`src/rtl/retire_trace_buf.sv`:
```
// Retirement trace buffer: circular history of retired instructions with FWFT read port.
// Optional macro TRACE_RD_FILTER_EN keeps only register-writing retirements (plus halts).
//
// state   | meaning
// --------+---------------------------------------------------------------
// IDLE    | retirements ignored, reads drain residual entries
// CAPTURE | qualifying retirements are recorded, oldest overwritten when full
// FROZEN  | halt seen; retirements ignored, reads drain, IDLE once empty
module retire_trace_buf #(
    parameter int XLEN  = 64,
    parameter int DEPTH = 16,
    parameter int SEQ_W = 16,
    localparam int PW   = $clog2(DEPTH),
    localparam int CW   = PW + 1
) (
    input  logic             clock,
    input  logic             reset_n,
    input  logic             arm,
    input  logic             ret_valid,
    input  logic [XLEN-1:0]  ret_pc,
    input  logic [31:0]      ret_ir,
    input  logic             ret_we,
    input  logic [4:0]       ret_rd,
    input  logic [XLEN-1:0]  ret_wdata,
    input  logic             ret_halt,
    output logic             rd_valid,
    input  logic             rd_ready,
    output logic [XLEN-1:0]  rd_pc,
    output logic [31:0]      rd_ir,
    output logic [4:0]       rd_rd,
    output logic             rd_we,
    output logic [XLEN-1:0]  rd_wdata,
    output logic [SEQ_W-1:0] rd_seq,
    output logic [CW-1:0]    count,
    output logic [15:0]      overflow_cnt,
    output logic [1:0]       state
);

    typedef enum logic [1:0] {
        IDLE    = 2'd0,
        CAPTURE = 2'd1,
        FROZEN  = 2'd2
    } stateT;

    localparam logic [CW-1:0] FULL_CNT = CW'(DEPTH);
    localparam logic [CW-1:0] ONE_CNT  = CW'(1);

    stateT            stateQ, stateD;
    logic [PW-1:0]    wrPtr, rdPtr;
    logic [CW-1:0]    cntQ;
    logic [15:0]      ovfQ;
    logic [SEQ_W-1:0] seqQ;

    logic [XLEN-1:0]  memPc    [DEPTH];
    logic [31:0]      memIr    [DEPTH];
    logic [4:0]       memRd    [DEPTH];
    logic             memWe    [DEPTH];
    logic [XLEN-1:0]  memWdata [DEPTH];
    logic [SEQ_W-1:0] memSeq   [DEPTH];

    logic filterPass;
    logic isFull;
    logic isEmpty;
    logic doPop;
    logic doPush;
    logic seqAdv;
    logic dropOldest;

    always_comb begin
        filterPass = 1'b1;
`ifdef TRACE_RD_FILTER_EN
        filterPass = ret_halt | (ret_we & (ret_rd != 5'd0));
`endif
        isFull     = (cntQ == FULL_CNT);
        isEmpty    = (cntQ == '0);
        doPop      = !isEmpty && rd_ready && !arm;
        // Sequence advances on every retirement in CAPTURE so filtered gaps stay visible.
        seqAdv     = (stateQ == CAPTURE) && ret_valid && !arm;
        doPush     = seqAdv && filterPass;
        dropOldest = doPush && isFull && !doPop;
    end

    always_comb begin
        stateD = stateQ;
        if (arm) begin
            stateD = CAPTURE;
        end else begin
            case (stateQ)
                IDLE:    stateD = IDLE;
                CAPTURE: if (ret_valid && ret_halt) stateD = FROZEN;
                FROZEN:  if (isEmpty || (doPop && !doPush && cntQ == ONE_CNT)) stateD = IDLE;
                default: stateD = IDLE;
            endcase
        end
    end

    always_ff @(posedge clock or negedge reset_n) begin
        if (!reset_n) begin
            stateQ <= IDLE;
        end else begin
            stateQ <= stateD;
        end
    end

    always_ff @(posedge clock or negedge reset_n) begin
        if (!reset_n) begin
            wrPtr <= '0;
            rdPtr <= '0;
            cntQ  <= '0;
            ovfQ  <= '0;
            seqQ  <= '0;
        end else if (arm) begin
            wrPtr <= '0;
            rdPtr <= '0;
            cntQ  <= '0;
            ovfQ  <= '0;
            seqQ  <= '0;
        end else begin
            if (doPush) begin
                wrPtr <= wrPtr + PW'(1);
            end
            if (doPop || dropOldest) begin
                rdPtr <= rdPtr + PW'(1);
            end
            if (doPush && !doPop && !isFull) begin
                cntQ <= cntQ + ONE_CNT;
            end else if (doPop && !doPush) begin
                cntQ <= cntQ - ONE_CNT;
            end
            if (dropOldest && (ovfQ != 16'hFFFF)) begin
                ovfQ <= ovfQ + 16'd1;
            end
            if (seqAdv) begin
                seqQ <= seqQ + SEQ_W'(1);
            end
        end
    end

    // Entry storage is deliberately left unreset; the cleared pointers make it unreachable.
    always_ff @(posedge clock) begin
        if (doPush) begin
            memPc[wrPtr]    <= ret_pc;
            memIr[wrPtr]    <= ret_ir;
            memRd[wrPtr]    <= ret_rd;
            memWe[wrPtr]    <= ret_we;
            memWdata[wrPtr] <= ret_wdata;
            memSeq[wrPtr]   <= seqQ;
        end
    end

    always_comb begin
        rd_valid     = !isEmpty;
        rd_pc        = memPc[rdPtr];
        rd_ir        = memIr[rdPtr];
        rd_rd        = memRd[rdPtr];
        rd_we        = memWe[rdPtr];
        rd_wdata     = memWdata[rdPtr];
        rd_seq       = memSeq[rdPtr];
        count        = cntQ;
        overflow_cnt = ovfQ;
        state        = stateQ;
    end

endmodule
```
`config.mk`:
```
export PLATFORM = sky130hd
export DESIGN_NAME = retire_trace_buf
export DESIGN_NICKNAME = d
export VERILOG_FILES = /design/src/rtl/retire_trace_buf.sv
export SDC_FILE = /design/constraint.sdc
export NUM_CORES = 2
export LEC_CHECK = 0
export ABC_CLOCK_PERIOD_IN_PS = 25800
export BUFFER_PORTS_ARGS = -buffer_cell sky130_fd_sc_hd__buf_2
export CAP_MARGIN = 5
export CORE_MARGIN = 3
export CORE_UTILIZATION = 25
export DETAILED_ROUTE_END_ITERATION = 8
export HOLD_SLACK_MARGIN = 0.1
export PLACE_DENSITY = 0.45
export SYNTH_ARGS = -nofsm -noshare
export SYNTH_HDL_FRONTEND = slang
export SYNTH_SLANG_ARGS = --single-unit
```
`constraint.sdc`:
```
create_clock -name clock -period 25.8 [get_ports clock]
set_input_delay 2.58 -clock clock [delete_from_list [all_inputs] [get_ports clock]]
set_output_delay 2.58 -clock clock [all_outputs]
set_load 0.005 [all_outputs]
```
==> results.py <==
metrics = {
    "worst_setup_path": {
        "reg2regPathDepth": 7,
        "slowest_stage": "dfrtp_4",
        "crit_required_ns": 23.22,
        "critPathLaunchType": "flip-flop",
        "reg2reg_setup_slack_ns": 20.73,
        "slowest_delay_ns": 1.02,
        "arrival_ns": 6.94,
        "worstSetupPathType": "flip-flop to output port",
        "path_max_fanout": 61,
        "crit_chain": "buf_4 > buf_4 > buf_4 > buf_4 > buf_4 > mux4_2 > mux4_2 > buf_2",
        "end_kind": "output port",
        "cp_common_cell": "buf_4",
    },
    "power_and_ir_drop": {
        "power_frac_comb_pct": 10.4,
        "switchingPower_uw": 2530,
        "irDropWorstVdd_mv": 0.0527,
        "p_leak_uw": 0.0394,
        "internal-power_uw": 8560,
        "p_seq_share_pct": 48.1,
        "clkPwrFrac_pct": 41.5,
        "switching_share_pct": 22.8,
        "power_density_nw_per_um2": 84.1,
    },
    "cts": {
        "cts.clk_slew.worst_paths_ns": 0.06,
        "cts_tree": "done",
        "cts_max_path_buffers": 4,
        "cts_buffers": 337,
        "clock_latency_ns": 0.91,
        "post_cts_buffers": 0,
        "htree_levels": 5,
        "cts_resized": 0,
        "hold_buffers": 0,
        "cts_root_buf": "clkbuf_16",
        "clock-sinks": 2959,
    },
    "logic_synthesis": {
        "yosysTopAreaCell": "edfxtp_1",
        "yosysWarnings": 0,
        "synthCells": 4328,
        "synth_flop_cell": "edfxtp_1",
        "synth.area.top_cells": "edfxtp_1, mux4_2, dfrtp_1",
        "synthArstFlopShare_pct": 1.59,
        "ys_ff_latch": 2959,
        "synth_cell_type_count": 52,
        "synth_common_cells": "edfxtp_1, mux4_2, clkbuf_1, buf_2, dfrtp_1",
        "seq_area_frac_synth_pct": 79.3,
        "synth_nets": 4511,
        "synth.top_cell.area_share_pct": 78.3,
        "syn_area_per_cell_um2": 25.8,
        "synth_most_common_cell": "edfxtp_1",
        "synth_edf_count": 2912,
        "netlist_area_um2": 112000,
    },
    "run": {
        "maxCapViolCount": 0,
    },
    "routing": {
        "wirelength_um": 295000,
        "vias": 49700,
        "drt-vias-per-instance": 4.46,
        "ant_nets": 0,
        "dr.pass1.iters": 5,
        "wl_per_cell_um": 26.5,
        "drtIter0Drc": 4081,
        "drc": 0,
    },
    "sta": {
        "setup_viol": 0,
        "timing.final.crit_share_pct": 36.9,
        "rsz0062_at_grt": "no",
        "max_freq_mhz": 105,
        "hold_viol": 0,
        "fin_worst_skew_ns": 0.0395,
        "fin_setup_tns_ns": 0,
        "fin_crit_ns": 9.52,
        "final_max_slew_viol_count": 0,
        "maxSlewHeadroom_pct": 22.6,
        "tightestPinTransition_ns": 1.16,
    },
    "placement": {
        "place_inst": 10500,
        "place_area_um2": 121000,
        "place.gp.congestion": 0.694,
        "io_buffers": 377,
        "dp_hpwl_um": 152000,
    },
    "floorplan": {
        "ioPinCount": 378,
        "start_util_pct": 25.2,
        "core_um2": 443000,
        "dieHeight_um": 674,
        "fp.dieArea_um2": 455000,
        "rows": 244,
        "die_x_um": 674,
    },
    "global_route": {
        "grt.overflow.total": 0,
        "grt_max_degree": 111,
        "antenna_found_initial": 76,
        "grt_pass1_vias": 53300,
        "grt_pass1_wl_um": 418000,
        "grt_use_total_pct": 12.8,
    },
    "cells_and_area": {
        "fin_nets": 5141,
        "drive_gt1_share_pct": 36.4,
        "area_delta_synth_final_pct": 18.0,
        "final_area_um2": 132000,
        "final_cells": 11200,
    },
    "hold_path": {
        "hold_depth": 2,
        "hold_class": "flip-flop to flip-flop",
    },
    "outcome": {
        "status": "complete, no violations",
    },
}
==> power by group through the flow <==
stage	Combinational (uW)	Clock, uW	Sequential, uW
2_1_floorplan	835	0	5440
6_report	1150	4600	5340
3_5_place_dp	1200	0	5440
3_3_place_gp	1200	0	5440
5_1_grt	1260	4960	5340
4_1_cts	1200	4760	5340
==> layout make-up <==
type,count,area (um2)
tap,5904,7390
fill,42800,311000
clock inverter,191,1780
timing repair buffer,506,2980
inverter,16,60.1
clock buffer,417,8850
multi-input combinational,1138,22100
antenna,22,55.1
sequential,2959,88600
==> logic make-up after synthesis <==
group,share of synthesized area (%)
simple gates,0.710
xor+xnor,0.110
compound gates,0.324
mux,18.4
buf+inv,0.991
flops,79.3
fa+ha+maj,0.123
==> through the flow <==
step,utilization [%],worst slack (ns),power (uW),hold slack (ns)
6_report,29.7,16.28,11100,0.600
5_1_grt,29.7,15.44,11600,0.626
4_1_cts,29.7,15.76,11300,0.601
3_5_place_dp,27.3,16.77,6640,0.594
3_3_place_gp,27.3,16.75,6630,0.578
2_1_floorplan,-,4.59,6270,0.537
==> per-layer routing <==
layer / up-vias / global-route usage, % / share of wire, %
li1: 20400 / - / -
met1: 27700 / 16.9 / 43
met2: 1162 / 21.7 / 50
met3: 477 / 2.44 / 4.7
met4: 34 / 3.17 / 2.4
met5: - / 0 / 0.068
==> registers in the layout (all words and copies together), names as in the netlist <==
signal and cells:
memPc 1024, memWdata 1024, memIr 512, memSeq 256, memRd 80, memWe 16
overflow_cnt 16, seqQ 16, count 5, rdPtr 4, wrPtr 4, state 2
==> final timing paths <==
path / startpoint / endpoint
setup / recovery: rdPtr[1] / rd_pc[33]
hold / removal: overflow_cnt[12] / overflow_cnt[12]
setup reg to reg: state[1] / memIr[13][27]
hold reg to reg: overflow_cnt[12] / overflow_cnt[12]
max in group asynchronous: reset_n / rdPtr[0]
min in group asynchronous: reset_n / overflow_cnt[3]
==> worst max-delay path, delay by kind of cell, from the launching register on <==
kind     cells  cell delay (ns)
buf+inv      6             3.79
mux          2             0.94
flops        1             1.02
==> cell usage in the layout (no fill, tap or decap), types with 5 or more instances in the layout <==
cell type      n
xnor2_1       10
nor4_1         5
clkbuf_1      74
clkinv_1      77
diode_2       22
buf_12        10
nor2b_1        5
edfxtp_1    2912
a21oi_1       23
clkinv_16      7
clkbuf_16    342
or4_1         11
buf_4        119
nand3_1       14
dfrtp_1       43
mux4_2       910
o31ai_1       15
inv_6          6
bufinv_16     21
o21ai_0        6
nand4_1       11
clkinvlp_4    11
nor3_1         7
clkinv_2      55
buf_2        377
nand2_1       21
inv_16         8
ha_1          11
nor4_2         7
nor2_1        21
inv_1         16
Power figures use the tool's default switching activity.
